`config.mk`:
```
export PLATFORM = sky130hd
export DESIGN_NAME = seg7_scan_decoder_flat
export DESIGN_NICKNAME = d
export VERILOG_FILES = /design/src/rtl/seg7_scan_decoder_if.sv /design/src/rtl/seg7_scan_decoder.sv /design/src/flat_wrapper.sv
export SDC_FILE = /design/constraint.sdc
export NUM_CORES = 1
export LEC_CHECK = 0
export BUFFER_PORTS_ARGS = -buffer_cell sky130_fd_sc_hd__buf_4
export CORE_UTILIZATION = 58
export DETAILED_ROUTE_END_ITERATION = 8
export PLACE_DENSITY = 0.82
export SLEW_MARGIN = 25
export SYNTH_ARGS = -nofsm -noshare
export SYNTH_HDL_FRONTEND = slang
export SYNTH_SLANG_ARGS = --single-unit
```
`constraint.sdc`:
```
create_clock -name clk -period 3.72 [get_ports clk]
set_input_delay 0.744 -clock clk [delete_from_list [all_inputs] [get_ports clk]]
set_output_delay 0.744 -clock clk [all_outputs]
set_load 0.02 [all_outputs]
```
`src/rtl/seg7_scan_decoder_if.sv`:
```
// Bundle of the multiplexed seven-segment pins and the decoded per-digit results.
//   master : the display drive side (drives segment/select pins, observes results)
//   slave  : the decoder (samples pins, drives results)
// Signals:
//   Pin_a..Pin_g, Pin_dp  active-low segment drive
//   dig_sel_n             active-low digit select, one bit low per valid scan slot
//   digit_value           decoded nibble per digit, digit i at [4i+3:4i]
//   digit_dp              decimal point lit at capture
//   digit_valid           sticky, set by first capture of the digit
//   digit_err             last captured pattern was not a hex glyph
//   update / update_idx   one-cycle capture pulse and the digit it wrote
interface seg7_scan_decoder_if #(
  parameter int DIGITS = 4
);
  logic                  Pin_a;
  logic                  Pin_b;
  logic                  Pin_c;
  logic                  Pin_d;
  logic                  Pin_e;
  logic                  Pin_f;
  logic                  Pin_g;
  logic                  Pin_dp;
  logic [DIGITS-1:0]     dig_sel_n;
  logic [4*DIGITS-1:0]   digit_value;
  logic [DIGITS-1:0]     digit_dp;
  logic [DIGITS-1:0]     digit_valid;
  logic [DIGITS-1:0]     digit_err;
  logic                  update;
  logic [2:0]            update_idx;

  modport master (
    output Pin_a, Pin_b, Pin_c, Pin_d, Pin_e, Pin_f, Pin_g, Pin_dp, dig_sel_n,
    input  digit_value, digit_dp, digit_valid, digit_err, update, update_idx
  );

  modport slave (
    input  Pin_a, Pin_b, Pin_c, Pin_d, Pin_e, Pin_f, Pin_g, Pin_dp, dig_sel_n,
    output digit_value, digit_dp, digit_valid, digit_err, update, update_idx
  );
endinterface

```
`src/rtl/seg7_scan_decoder.sv`:
```
// Recovers hex digits from a multiplexed common-anode seven-segment drive.
// Pins are double-flop synchronized, a scan slot is accepted once the whole
// synchronized vector has been identical for STABLE_CYCLES samples, and the
// segment pattern is decoded into a per-digit register file.
// Ports:
//   clk    system clock
//   rst_n  asynchronous active-low reset
//   bus    seg7_scan_decoder_if.slave (pins in, decoded digits out)
//
// state    | meaning
// ---------+---------------------------------------------------------------
// ST_WAIT  | no valid one-hot select seen; waiting for a scan slot
// ST_SETTLE| counting identical samples of the latched pattern
// ST_HOLD  | pattern captured; stays idle until the sampled vector changes
module seg7_scan_decoder #(
  parameter int DIGITS        = 4,
  parameter int STABLE_CYCLES = 8
) (
  input logic               clk,
  input logic               rst_n,
  seg7_scan_decoder_if.slave bus
);

  localparam int W  = 8 + DIGITS;
  localparam int CW = $clog2(STABLE_CYCLES + 1);
  localparam int IW = (DIGITS > 1) ? $clog2(DIGITS) : 1;

  typedef enum logic [1:0] {
    ST_WAIT   = 2'd0,
    ST_SETTLE = 2'd1,
    ST_HOLD   = 2'd2
  } state_t;

  state_t              state_q;
  logic [W-1:0]        pins_d;
  logic [W-1:0]        sync1_q;
  logic [W-1:0]        s_q;
  logic [W-1:0]        pat_q;
  logic [IW-1:0]       idx_q;
  logic [CW-1:0]       cnt_q;
  logic [4*DIGITS-1:0] value_q;
  logic [DIGITS-1:0]   dp_q;
  logic [DIGITS-1:0]   valid_q;
  logic [DIGITS-1:0]   err_q;
  logic                update_q;
  logic [2:0]          update_idx_q;

  logic [3:0]          n_low;
  logic [IW-1:0]       s_idx;
  logic                s_onehot;
  logic [4:0]          dec;

  // {err, value}; any non-glyph lit pattern decodes to err with value 0
  function automatic logic [4:0] decode(input logic [6:0] lit);
    case (lit)
      7'h7E:   decode = 5'h00;
      7'h30:   decode = 5'h01;
      7'h6D:   decode = 5'h02;
      7'h79:   decode = 5'h03;
      7'h33:   decode = 5'h04;
      7'h5B:   decode = 5'h05;
      7'h5F:   decode = 5'h06;
      7'h70:   decode = 5'h07;
      7'h7F:   decode = 5'h08;
      7'h7B:   decode = 5'h09;
      7'h77:   decode = 5'h0A;
      7'h1F:   decode = 5'h0B;
      7'h4E:   decode = 5'h0C;
      7'h3D:   decode = 5'h0D;
      7'h4F:   decode = 5'h0E;
      7'h47:   decode = 5'h0F;
      default: decode = 5'h10;
    endcase
  endfunction

  assign pins_d = {bus.Pin_a, bus.Pin_b, bus.Pin_c, bus.Pin_d, bus.Pin_e,
                   bus.Pin_f, bus.Pin_g, bus.Pin_dp, bus.dig_sel_n};

  always_comb begin
    n_low = 4'd0;
    s_idx = '0;
    for (int i = 0; i < DIGITS; i++) begin
      if (!s_q[i]) begin
        n_low = n_low + 4'd1;
        s_idx = IW'(i);
      end
    end
  end

  assign s_onehot = (n_low == 4'd1);
  // segments a..g sit at the top of the vector and are active-low
  assign dec      = decode(~pat_q[W-1 -: 7]);

  always_ff @(posedge clk or negedge rst_n) begin
    if (!rst_n) begin
      sync1_q      <= '0;
      s_q          <= '0;
      state_q      <= ST_WAIT;
      pat_q        <= '0;
      idx_q        <= '0;
      cnt_q        <= '0;
      value_q      <= '0;
      dp_q         <= '0;
      valid_q      <= '0;
      err_q        <= '0;
      update_q     <= 1'b0;
      update_idx_q <= 3'd0;
    end else begin
      sync1_q  <= pins_d;
      s_q      <= sync1_q;
      update_q <= 1'b0;
      // WAIT and any change of the sampled vector share one evaluation, so a
      // segment and select change on the same edge is a single restart.
      if (state_q == ST_WAIT || s_q != pat_q) begin
        if (s_onehot) begin
          pat_q   <= s_q;
          idx_q   <= s_idx;
          cnt_q   <= CW'(1);
          state_q <= ST_SETTLE;
        end else begin
          cnt_q   <= '0;
          state_q <= ST_WAIT;
        end
      end else if (state_q == ST_SETTLE) begin
        if (cnt_q == CW'(STABLE_CYCLES - 1)) begin
          cnt_q                      <= CW'(STABLE_CYCLES);
          state_q                    <= ST_HOLD;
          value_q[{idx_q, 2'b00} +: 4] <= dec[3:0];
          err_q[idx_q]               <= dec[4];
          dp_q[idx_q]                <= ~pat_q[DIGITS];
          valid_q[idx_q]             <= 1'b1;
          update_q                   <= 1'b1;
          update_idx_q               <= 3'(idx_q);
        end else begin
          cnt_q <= cnt_q + 1'b1;
        end
      end
    end
  end

  assign bus.digit_value = value_q;
  assign bus.digit_dp    = dp_q;
  assign bus.digit_valid = valid_q;
  assign bus.digit_err   = err_q;
  assign bus.update      = update_q;
  assign bus.update_idx  = update_idx_q;

endmodule

```
`src/flat_wrapper.sv`:
```
// flat-port wrapper written by rule: the top's interface ports become plain ports
module seg7_scan_decoder_flat 
#(
  parameter int DIGITS        = 4,
  parameter int STABLE_CYCLES = 8
)
  (clk, rst_n, bus_Pin_a, bus_Pin_b, bus_Pin_c, bus_Pin_d, bus_Pin_e, bus_Pin_f, bus_Pin_g, bus_Pin_dp, bus_dig_sel_n, bus_digit_value, bus_digit_dp, bus_digit_valid, bus_digit_err, bus_update, bus_update_idx);
  seg7_scan_decoder_if #(.DIGITS(DIGITS)) bus_i ();
  input logic clk;
  input logic rst_n;
  input wire logic [$bits(bus_i.Pin_a)-1:0] bus_Pin_a;
  input wire logic [$bits(bus_i.Pin_b)-1:0] bus_Pin_b;
  input wire logic [$bits(bus_i.Pin_c)-1:0] bus_Pin_c;
  input wire logic [$bits(bus_i.Pin_d)-1:0] bus_Pin_d;
  input wire logic [$bits(bus_i.Pin_e)-1:0] bus_Pin_e;
  input wire logic [$bits(bus_i.Pin_f)-1:0] bus_Pin_f;
  input wire logic [$bits(bus_i.Pin_g)-1:0] bus_Pin_g;
  input wire logic [$bits(bus_i.Pin_dp)-1:0] bus_Pin_dp;
  input wire logic [$bits(bus_i.dig_sel_n)-1:0] bus_dig_sel_n;
  output wire logic [$bits(bus_i.digit_value)-1:0] bus_digit_value;
  output wire logic [$bits(bus_i.digit_dp)-1:0] bus_digit_dp;
  output wire logic [$bits(bus_i.digit_valid)-1:0] bus_digit_valid;
  output wire logic [$bits(bus_i.digit_err)-1:0] bus_digit_err;
  output wire logic [$bits(bus_i.update)-1:0] bus_update;
  output wire logic [$bits(bus_i.update_idx)-1:0] bus_update_idx;
  assign bus_i.Pin_a = bus_Pin_a;
  assign bus_i.Pin_b = bus_Pin_b;
  assign bus_i.Pin_c = bus_Pin_c;
  assign bus_i.Pin_d = bus_Pin_d;
  assign bus_i.Pin_e = bus_Pin_e;
  assign bus_i.Pin_f = bus_Pin_f;
  assign bus_i.Pin_g = bus_Pin_g;
  assign bus_i.Pin_dp = bus_Pin_dp;
  assign bus_i.dig_sel_n = bus_dig_sel_n;
  assign bus_digit_value = bus_i.digit_value;
  assign bus_digit_dp = bus_i.digit_dp;
  assign bus_digit_valid = bus_i.digit_valid;
  assign bus_digit_err = bus_i.digit_err;
  assign bus_update = bus_i.update;
  assign bus_update_idx = bus_i.update_idx;
  seg7_scan_decoder #(.DIGITS(DIGITS), .STABLE_CYCLES(STABLE_CYCLES)) u_core (.clk(clk), .rst_n(rst_n), .bus(bus_i));
endmodule
```
== Word-level counts from Yosys, hierarchy flattened ==
Index checks and enable logic that the tools add are counted.
W data, S select, Z words.

* Register bits: 75
* Bits in latches: 0
* RAM bits: 0
* Memory bits (read-only): 0
* Input port bits: 14
* Output and inout port bits: 32
* Logic and storage cells: 77
* Memories: 0

* $add $sub $neg: 5
* $mul: 0
* Divide/modulo/power cells: 0
* $lt $le $gt $ge: 2
* Equal/unequal tests: 20
* Shift-type cells: 2
* Multiplexer cells: 24
* Bitwise gates (word level): 4
* Reduce and logical (&&, ||, !) cells: 8

{| class="wikitable"
|+ Operators by type and width
! kind !! count
|-
| $eq A7 B7 Y1 const B || 12
|-
| $pmux W5 S16 || 1
|-
| $mux W4 || 6
|-
| $eq A7 B6 Y1 const B || 3
|-
| $bwmux W16 || 1
|-
| $shift A4 B6 Y16 const A || 1
|-
| $shiftx A4 B6 Y16 || 1
|-
| $add A4 B1 Y4 const B || 3
|-
| $ne A12 B12 Y1 || 1
|-
| $mux W2 || 5
|-
| $bwmux W4 || 2
|-
| $mux W1 || 8
|-
| $eq A7 B5 Y1 const B || 1
|-
| $not A7 Y7 || 1
|-
| $neg A4 Y6 || 1
|-
| $eq A4 B1 Y1 const B || 1
|-
| $eq A4 B3 Y1 const B || 1
|-
| $or A4 B4 Y4 || 1
|-
| $reduce_and A2 Y1 || 2
|-
| $reduce_bool A2 Y1 || 2
|-
| $lt A2 B3 Y1 const B || 1
|-
| $reduce_and A3 Y1 || 1
|-
| $add A1 B1 Y2 const B || 1
|-
| $demux W1 S2 || 1
|-
| 6 further kinds || 7
|}

== Depth between registers and ports, before layout ==
Gate-level depths: netlist of the first run.

* Word-level depth: 10
* Gate-level depth with buffers: 11
* Mapped depth without buffers: 10

== Least setup slack after synthesis of the first run ==
Ideal clock, no wire load.

* Kind: reg2reg
* Start: register u_core.s_q[1]
* End: register u_core.pat_q[10]
* Library setup time: 0.125 ns
* Arrival: 2.449 ns
* Setup slack: 1.146 ns
* Stages on the path, launching flop included: 12
* Buffers on the path: 2
* Path through: dfrtp_1 inv_1 ha_1 clkbuf_1 xnor2_1 ha_1 nor4b_1 a211oi_1 a21oi_1 o21ai_4 buf_6 mux2_4

* Word-level cells in the longest chain between the ends: 7
* Elaborated cells on any way between the ends: 9

{| class="wikitable"
|+ RTL lines
! what !! RTL line !! text
|-
| start: declaration || seg7_scan_decoder.sv:37 || <nowiki>logic [W-1:0] s_q;</nowiki>
|-
| start signal: assignment || seg7_scan_decoder.sv:110 || <nowiki>s_q <= sync1_q;</nowiki>
|-
| $mux W4 || seg7_scan_decoder.sv:83 || <nowiki>if (!s_q[i]) begin</nowiki>
|-
| $add A4 B1 Y4 || seg7_scan_decoder.sv:84 || <nowiki>n_low = n_low + 4'd1;</nowiki>
|-
| $mux W4 || seg7_scan_decoder.sv:83 ||
|-
| $add A4 B1 Y4 || seg7_scan_decoder.sv:84 ||
|-
| $mux W4 || seg7_scan_decoder.sv:83 ||
|-
| $eq A4 B1 Y1 || seg7_scan_decoder.sv:90 || <nowiki>assign s_onehot = (n_low == 4'd1);</nowiki>
|-
| $reduce_and A2 Y1 (no line) (*) || - ||
|-
| end signal: assignment || seg7_scan_decoder.sv:116 || <nowiki>pat_q <= s_q;</nowiki>
|-
| end: declaration || seg7_scan_decoder.sv:38 || <nowiki>logic [W-1:0] pat_q;</nowiki>
|}

Every way passes the cells marked *; elsewhere a longest branch is shown, timed or not.
A chain may end at the register's enable or synchronous reset.

== Worst setup path in the final report of the first run ==
* Start: register u_core.s_q[1]
* End: register u_core.pat_q[0]

The elaborated chain is that of the path after synthesis.

==> results of run 1 <==
## area by class of cell
type                       count  area [µm²]
tap                           77        96.3
timing repair buffer          44         330
clock buffer                  10         138
clock inverter                 6        72.6
inverter                      10        37.5
multi-input combinational    241        1780
sequential                    75        1880
fill                         470        2020
## cell usage after synthesis (3+ instances only)
library cell               number
sky130_fd_sc_hd__xor2_1        12
sky130_fd_sc_hd__nor2b_1        5
sky130_fd_sc_hd__nor4b_1        3
sky130_fd_sc_hd__nor3_2         3
sky130_fd_sc_hd__ha_1          12
sky130_fd_sc_hd__a22oi_1        3
sky130_fd_sc_hd__o21bai_1       4
sky130_fd_sc_hd__mux2_4         6
sky130_fd_sc_hd__buf_6          4
sky130_fd_sc_hd__nand2b_1       6
sky130_fd_sc_hd__nand4_1       12
sky130_fd_sc_hd__nor4_4         4
sky130_fd_sc_hd__buf_2          7
sky130_fd_sc_hd__nand3_1        3
sky130_fd_sc_hd__and3b_1        3
sky130_fd_sc_hd__nor2_1        14
sky130_fd_sc_hd__nor3b_1        6
sky130_fd_sc_hd__o22ai_1        3
sky130_fd_sc_hd__inv_1         10
sky130_fd_sc_hd__nor4_1         6
sky130_fd_sc_hd__dfrtp_1       75
sky130_fd_sc_hd__nand2_1       41
sky130_fd_sc_hd__nor3_1         7
sky130_fd_sc_hd__o21ai_1       13
sky130_fd_sc_hd__a211oi_1       3
sky130_fd_sc_hd__o31ai_1        9
sky130_fd_sc_hd__clkbuf_1       7
sky130_fd_sc_hd__mux2_1         6
sky130_fd_sc_hd__o21ai_0        7
sky130_fd_sc_hd__a21oi_1        9
sky130_fd_sc_hd__nand3b_1      11
## worst min-delay path by stage
stage and end:
6_report u_core.s_q[3]$_DFF_PN0_, 3_3_place_gp u_core.s_q[0]$_DFF_PN0_, 4_1_cts u_core.s_q[7]$_DFF_PN0_, 3_5_place_dp u_core.s_q[9]$_DFF_PN0_, 5_1_grt u_core.s_q[7]$_DFF_PN0_, 2_1_floorplan u_core.s_q[0]$_DFF_PN0_
## power breakdown
| part | total, µW | switching (µW) | leakage [µW] | internal, µW |
|---|---|---|---|---|
| clock | 657 | 322 | 0.000103 | 335 |
| combinational | 401 | 227 | 0.000912 | 174 |
| sequential | 1000 | 135 | 0.000954 | 865 |
## layer usage
layer	up-vias	GRT usage (%)	wire length (µm)
li1	1311	-	-
met1	1329	31.4	3250
met2	79	36.1	3610
met3	10	3.98	297
met4	0	8.62	111
met5	-	0	0
## state kept, by name (all words and copies together) (netlist names)
| signal | count |
|---|---|
| u_core.s_q | 12 |
| u_core.bus.update | 1 |
| u_core.bus.update_idx | 2 |
| u_core.cnt_q | 4 |
| u_core.bus.digit_valid | 4 |
| u_core.bus.digit_value | 16 |
| u_core.sync1_q | 12 |
| u_core.state_q | 2 |
| u_core.bus.digit_dp | 4 |
| u_core.bus.digit_err | 4 |
| u_core.idx_q | 2 |
| u_core.pat_q | 12 |
## logic make-up (layout without fill, tap and decap cells)
family          after synthesis  in the layout  share of synthesized area [%]
flops                        75             75                           49.2
other cells                   1              1                         0.0984
simple gates                138            138                           23.1
fa+ha+maj                    12             12                           3.94
mux                          13             13                           4.43
buf+inv                      30             70                           4.17
xor+xnor                     15             15                           4.43
compound gates               62             62                           10.6
## stage by stage
step	worst slack, ps	instance area, µm²	cells	total power (µW)
6_report	895	4330	463	2060
2_1_floorplan	1150	3810	346	1330
4_1_cts	918	4330	463	2060
3_5_place_dp	914	4120	447	1410
3_3_place_gp	1140	4120	447	1390
5_1_grt	736	4330	463	2160
==> reports/results.env, run 1 <==
CRIT_CELLS=9
INITIALDRTVIOLATIONCOUNT=234
MAX_CLOCK_FREQ_MHz=354
DETAILEDROUTE.FIRSTPASSITERATIONCOUNT=4
POSTSYNTHNETCOUNT=372
MAXIMUM_IR_DROP_ON_THE_VDD_RAIL_mV=0.284
RSZ0062_AT_GRT='false'
CRITICAL-PATH-SLOWEST-CELL='sky130_fd_sc_hd__dfrtp_1'
SYNTHESIS.YOSYS.WARNINGS=0
VIA_COUNT_OF_THE_FIRST_GLOBAL_ROUTING_PASS=2544
START_UTIL_PCT=60.0
POST_ROUTE_CELLS_DRIVE_ABOVE_1_SHARE_PCT=21.5
CRITPATHCAPTURE='u_core.pat_q[0]$_DFFE_PN0P_'
SETUP_VIOL_COUNT_FINAL=0
FINALHOLDWORSTSLACK_PS=350
SYNTH_TOP_AREA_CELL='sky130_fd_sc_hd__dfrtp_1'
FIN_WORST_SKEW_PS=10.1
POST_SYNTH_NUM_CELL_TYPES=55
DETAIL_ROUTE.WIRELENGTH_UM=7270
YS_SEQ_ELEMENTS=75
MAX_CAPACITANCE_VIOLATION_COUNT=0
R2R_START='u_core.s_q[1]$_DFF_PN0_'
MOST_INSTANTIATED_FLIP_FLOP_CELL_IN_THE_SYNTHESIS_NETLIST='sky130_fd_sc_hd__dfrtp_1'
GRT_ANTENNA_BEFORE_REPAIR=0
CPMOSTUSEDCELL='sky130_fd_sc_hd__ha_1'
CP.REQUIRED_PS=3950
TIMING.REG2REG.SETUP_SLACK_PS=890
FINALNETCOUNT=407
HOLD_PATH_STARTPOINT='u_core.sync1_q[3]$_DFF_PN0_'
NUMBER_OF_FLOPS_MAPPED_TO_ENABLE_CELLS_BY_YOSYS=0
WORSTPATHCELLLIST='inv_1 -> ha_1 -> xnor2_1 -> ha_1 -> nor4b_1 -> a211oi_1 -> a21oi_1 -> o21ai_4 -> mux2_1'
POST-CTS-SETUP-BUFFERS=0
INSERTION_DELAY_PS=360
DIE_HEIGHT_UM=83.1
CP_MAX_FO=14
ANTENNA_CELLS=0
MAPPEDNETLISTAREA_UM2=3810
GLOBAL_ROUTE.OVERFLOW_TOTAL=0
WORST_PIN_SLEW_PS=904
CTS.CLK_SLEW.WORST_PATHS_PS=80
CTS_INSERTED_BUFFERS=9
FP.DIEW_UM=83.1
CP.ARRIVAL_PS=3060
TOP_LIBRARY_CELLS_BY_USAGE_IN_THE_LAYOUT_FILL_AND_TAPS_ASIDE='sky130_fd_sc_hd__dfrtp_1 (75), sky130_fd_sc_hd__buf_4 (44), sky130_fd_sc_hd__nand2_1 (41)'
POWER.STATIC_LEAKAGE_uW=0.00197
CRITICAL_PATH_CLASS='reg2reg'
LAYOUT.CELLS.MOST_COMMON='sky130_fd_sc_hd__dfrtp_1'
WORSTHOLDPATHCELLS=0
FIN_SETUP_TNS_PS=0
WORSTSETUPSTARTPOINTTYPE='register'
GRT_FIRST_PASS_WIRELENGTH_UM=12500
POST_CTS.RESIZED_INSTANCES=0
HOLD_VIOLATIONS=0
WORST_R2R_PATH_DEPTH=9
HOLD_CLASS='reg2reg'
CRITICAL_PATH.N_BUFFERS_INVERTERS=1
YOSYSTOPAREACELLSHARE_PCT=49.2
CTS_TREE='built'
CRITICAL_PATH.MAX_STAGE_DELAY_PS=410
WORSTREG2REGEND='u_core.pat_q[0]$_DFFE_PN0P_'
SYNTH_ASYNC_SR_FLOP_SHARE_PCT=100
CP-STARTPOINT='u_core.s_q[1]$_DFF_PN0_'
DIE_AREA_UM2=6900
DESIGN.CORE.AREA_UM2=6350
CTS_HOLD_REPAIR.BUFFERS=0
DETAILEDPLACEMENTHPWL_UM=5060
PLACE.PORT_BUFFERS=44
POWERDENSITY_nW_PER_UM2=476
NUM_IO_PINS=46
CP-END-KIND='register'
TIMING.FINAL.CRIT_SHARE_PCT=75.9
FINALMAXSLEWVIOLATIONS=0
CLOCK_TREE.BUFFER_DEPTH=2
CTS_HTREE_LEVELS=3
LARGEST_DELAY_CONTRIBUTOR_FAMILY_ON_THE_CRITICAL_PATH='adder cells'
DRT.ANTENNA.VIOLATING_NETS=0
ROW_COUNT=29
STATUS='finished, final reports clean'
CLOCK-ROOT-BUFFER='sky130_fd_sc_hd__clkbuf_8'
GRTUSAGETOTAL_PCT=22.7
NUMCLOCKSINKS=75
FINALWORSTPATHREQUIREDPERIOD_PS=2830
AREA_GROWTH_PCT=13.5
SLEW_HEADROOM_PCT=39.7
MAXIMUM_NUMBER_OF_PINS_ON_ONE_NET_BEFORE_GLOBAL_ROUTE_REPAIR=76
DRT-WIRELENGTH-PER-CELL_UM=15.7
FINALCOREUTILIZATION_PCT=68.2
YS_SEQ_AREA_SHARE_PCT=49.2
VIAS=2729
REMAINING_DRC_ERRORS=0
NETLIST_TOP_CELLS_AREA='sky130_fd_sc_hd__dfrtp_1 (49%), sky130_fd_sc_hd__nand2_1 (4.0%), sky130_fd_sc_hd__ha_1 (3.9%), sky130_fd_sc_hd__xor2_1 (2.8%), sky130_fd_sc_hd__mux2_4 (2.4%)'
AVGSYNTHCELLAREA_UM2=11.0
POSTSYNTHCELLCOUNT=346
DETAIL_ROUTE.VIAS_PER_CELL=5.89
GPL.FINAL_WEIGHTED_CONGESTION=0.794
Note: power is estimated with default switching activity, not from simulation.
==> run 2: changes to the inputs <==
- clock period: 3.72 -> 2.6 ns (I/O delays scaled with it)
==> run 2 against run 1 <==
  * Non-clock buffer count is 11 higher
  * Power is 42% higher
  * Register-to-register slack worse by 830 ps
  * Sequential cell count stayed put
  * Via count is 0.70% higher
  * Cell area is 2.8% higher
  * Die area stayed put
  * Fmax is 11% higher
  * Critical path depth is 1 higher
==> reports/results.env, run 2 (synthesis results as in run 1) <==
HOLD_CLASS='in2async'
CP.REQUIRED_PS=2820
LARGEST_REG_FLOPS=16
VIA_COUNT_OF_THE_FIRST_GLOBAL_ROUTING_PASS=2642
GRTUSAGETOTAL_PCT=23.1
DESIGN.CORE.AREA_UM2=6350
DETAILEDROUTE.FIRSTPASSITERATIONCOUNT=5
WORSTSETUPSTARTPOINTTYPE='register'
DETAIL_ROUTE.VIAS_PER_CELL=5.82
AREA_GROWTH_PCT=16.7
MAX_CLOCK_FREQ_MHz=394
FINALMAXSLEWVIOLATIONS=0
FP.DIEW_UM=83.1
TIMING.FINAL.CRIT_SHARE_PCT=97.6
CRITICAL_PATH.N_BUFFERS_INVERTERS=2
CLOCK_TREE.BUFFER_DEPTH=2
INITIALDRTVIOLATIONCOUNT=229
POWERDENSITY_nW_PER_UM2=659
NUMCLOCKSINKS=75
CRITICAL-PATH-SLOWEST-CELL='sky130_fd_sc_hd__dfrtp_1'
SETUP_VIOL_COUNT_FINAL=0
CP-END-KIND='register'
STATUS='finished, final reports clean'
CRITICAL_PATH_CLASS='reg2reg'
POWER.STATIC_LEAKAGE_uW=0.00203
MULTIINPUTGATEAREA_UM2=1810
CP_MAX_FO=14
WORST_PIN_SLEW_PS=672
POST_ROUTE_CELLS_DRIVE_ABOVE_1_SHARE_PCT=24.8
CTS_HTREE_LEVELS=3
VIAS=2748
FIN_WORST_SKEW_PS=10.4
CRIT_CELLS=10
ANTENNA_CELLS=0
ROW_COUNT=29
CP.ARRIVAL_PS=2760
CTS_TREE='built'
CTS.CLK_SLEW.WORST_PATHS_PS=80
WORST_R2R_PATH_DEPTH=10
DRT-WIRELENGTH-PER-CELL_UM=15.5
MAXIMUM_IR_DROP_ON_THE_VDD_RAIL_mV=0.484
MAXIMUM_NUMBER_OF_PINS_ON_ONE_NET_BEFORE_GLOBAL_ROUTE_REPAIR=43
GRT_FIRST_PASS_WIRELENGTH_UM=12600
MAX_CAPACITANCE_VIOLATION_COUNT=0
REMAINING_DRC_ERRORS=0
DRT.ANTENNA.VIOLATING_NETS=0
GPL.FINAL_WEIGHTED_CONGESTION=0.797
FIN_SETUP_TNS_PS=0
FINALNETCOUNT=418
DETAIL_ROUTE.WIRELENGTH_UM=7330
CTS_INSERTED_BUFFERS=9
WORSTPATHCELLLIST='inv_1 -> ha_2 -> xnor2_1 -> ha_1 -> nor4b_2 -> a211oi_2 -> a21oi_2 -> o21ai_4 -> buf_12 -> mux2_1'
GRT_ANTENNA_BEFORE_REPAIR=0
CLOCK-ROOT-BUFFER='sky130_fd_sc_hd__clkbuf_8'
FINALCOREUTILIZATION_PCT=70.1
SLEW_HEADROOM_PCT=54.7
TOP_LIBRARY_CELLS_BY_USAGE_IN_THE_LAYOUT_FILL_AND_TAPS_ASIDE='sky130_fd_sc_hd__dfrtp_1 (75), sky130_fd_sc_hd__buf_4 (53), sky130_fd_sc_hd__nand2_1 (41)'
INSERTION_DELAY_PS=340
GLOBAL_ROUTE.OVERFLOW_TOTAL=0
DIE_HEIGHT_UM=83.1
PLACE.PORT_BUFFERS=44
NUM_IO_PINS=46
DETAILEDPLACEMENTHPWL_UM=5090
LAYOUT.CELLS.MOST_COMMON='sky130_fd_sc_hd__dfrtp_1'
START_UTIL_PCT=60.0
FINALPOWER_uW=2930
DIE_AREA_UM2=6900
HOLD_VIOLATIONS=0
CRITICAL_PATH.MAX_STAGE_DELAY_PS=400
FINALWORSTPATHREQUIREDPERIOD_PS=2540
REGAREA_UM2=1880
LARGEST_DELAY_CONTRIBUTOR_FAMILY_ON_THE_CRITICAL_PATH='adder cells'
N_FILL_CELL=470
## run 2: cell types whose count changed in the layout (fill, tap and decap cells not counted), sizes merged
cell / change
buf: +11
clkinv: -1
inv: -1
## run 2: layout make-up
cell class | count | share of cell area, %
sequential | 75 | 42.2
clock inverter | 4 | 1.15
clock buffer | 10 | 3.09
timing repair buffer | 55 | 9.84
inverter | 10 | 0.844
tap | 77 | 2.17
multi-input combinational | 241 | 40.7
## run 2: timing repair
| item | 4_1_cts | 5_1_grt |
|---|---|---|
| resized for setup | 2 | 5 |
| endpoints found under the setup margin | 10 | 11 |
| hold buffers | 0 | 0 |
| pin swaps | 1 | 3 |
| setup buffers | 1 | 1 |
| gates cloned | 0 | 0 |
## run 2: metal layers
metal	routed length [µm]	vias to the layer above	track usage (%)
met5	0	-	0
met3	310	9	4.67
met2	3650	76	37.5
met1	3280	1330	30.9
li1	-	1333	-
met4	88	0	8.78
## run 2: worst paths after layout
kind                                        startpoint                                     end  slack [ps]
setup reg to reg               u_core.s_q[1]$_DFF_PN0_             u_core.pat_q[2]$_DFFE_PN0P_          60
setup / recovery               u_core.s_q[1]$_DFF_PN0_             u_core.pat_q[2]$_DFFE_PN0P_          60
hold reg to reg            u_core.sync1_q[7]$_DFF_PN0_                 u_core.s_q[7]$_DFF_PN0_         350
max in group asynchronous                        rst_n                 u_core.s_q[8]$_DFF_PN0_        1920
hold / removal                                   rst_n  u_core.bus.digit_value[10]$_DFFE_PN0P_         110
min in group clk                             bus_Pin_d             u_core.sync1_q[8]$_DFF_PN0_         290
## run 2: where the power goes
group	total [µW]	switching, µW	internal [µW]	leakage, µW
Clock	865	405	461	0.0000946
Sequential	1350	108	1240	0.000954
Combinational	718	422	295	0.000977
## run 2: per-stage QoR
step | setup WS (ps) | area, µm² | hold WS [ps] | cells
floorplan | 26.3 | 3810 | 224 | 346
global placement | 80.7 | 4200 | 332 | 456
detailed placement | -82.5 | 4200 | 335 | 456
CTS | 23.1 | 4420 | 120 | 471
global route | -52.0 | 4450 | 133 | 472
finish | 63.1 | 4450 | 110 | 472
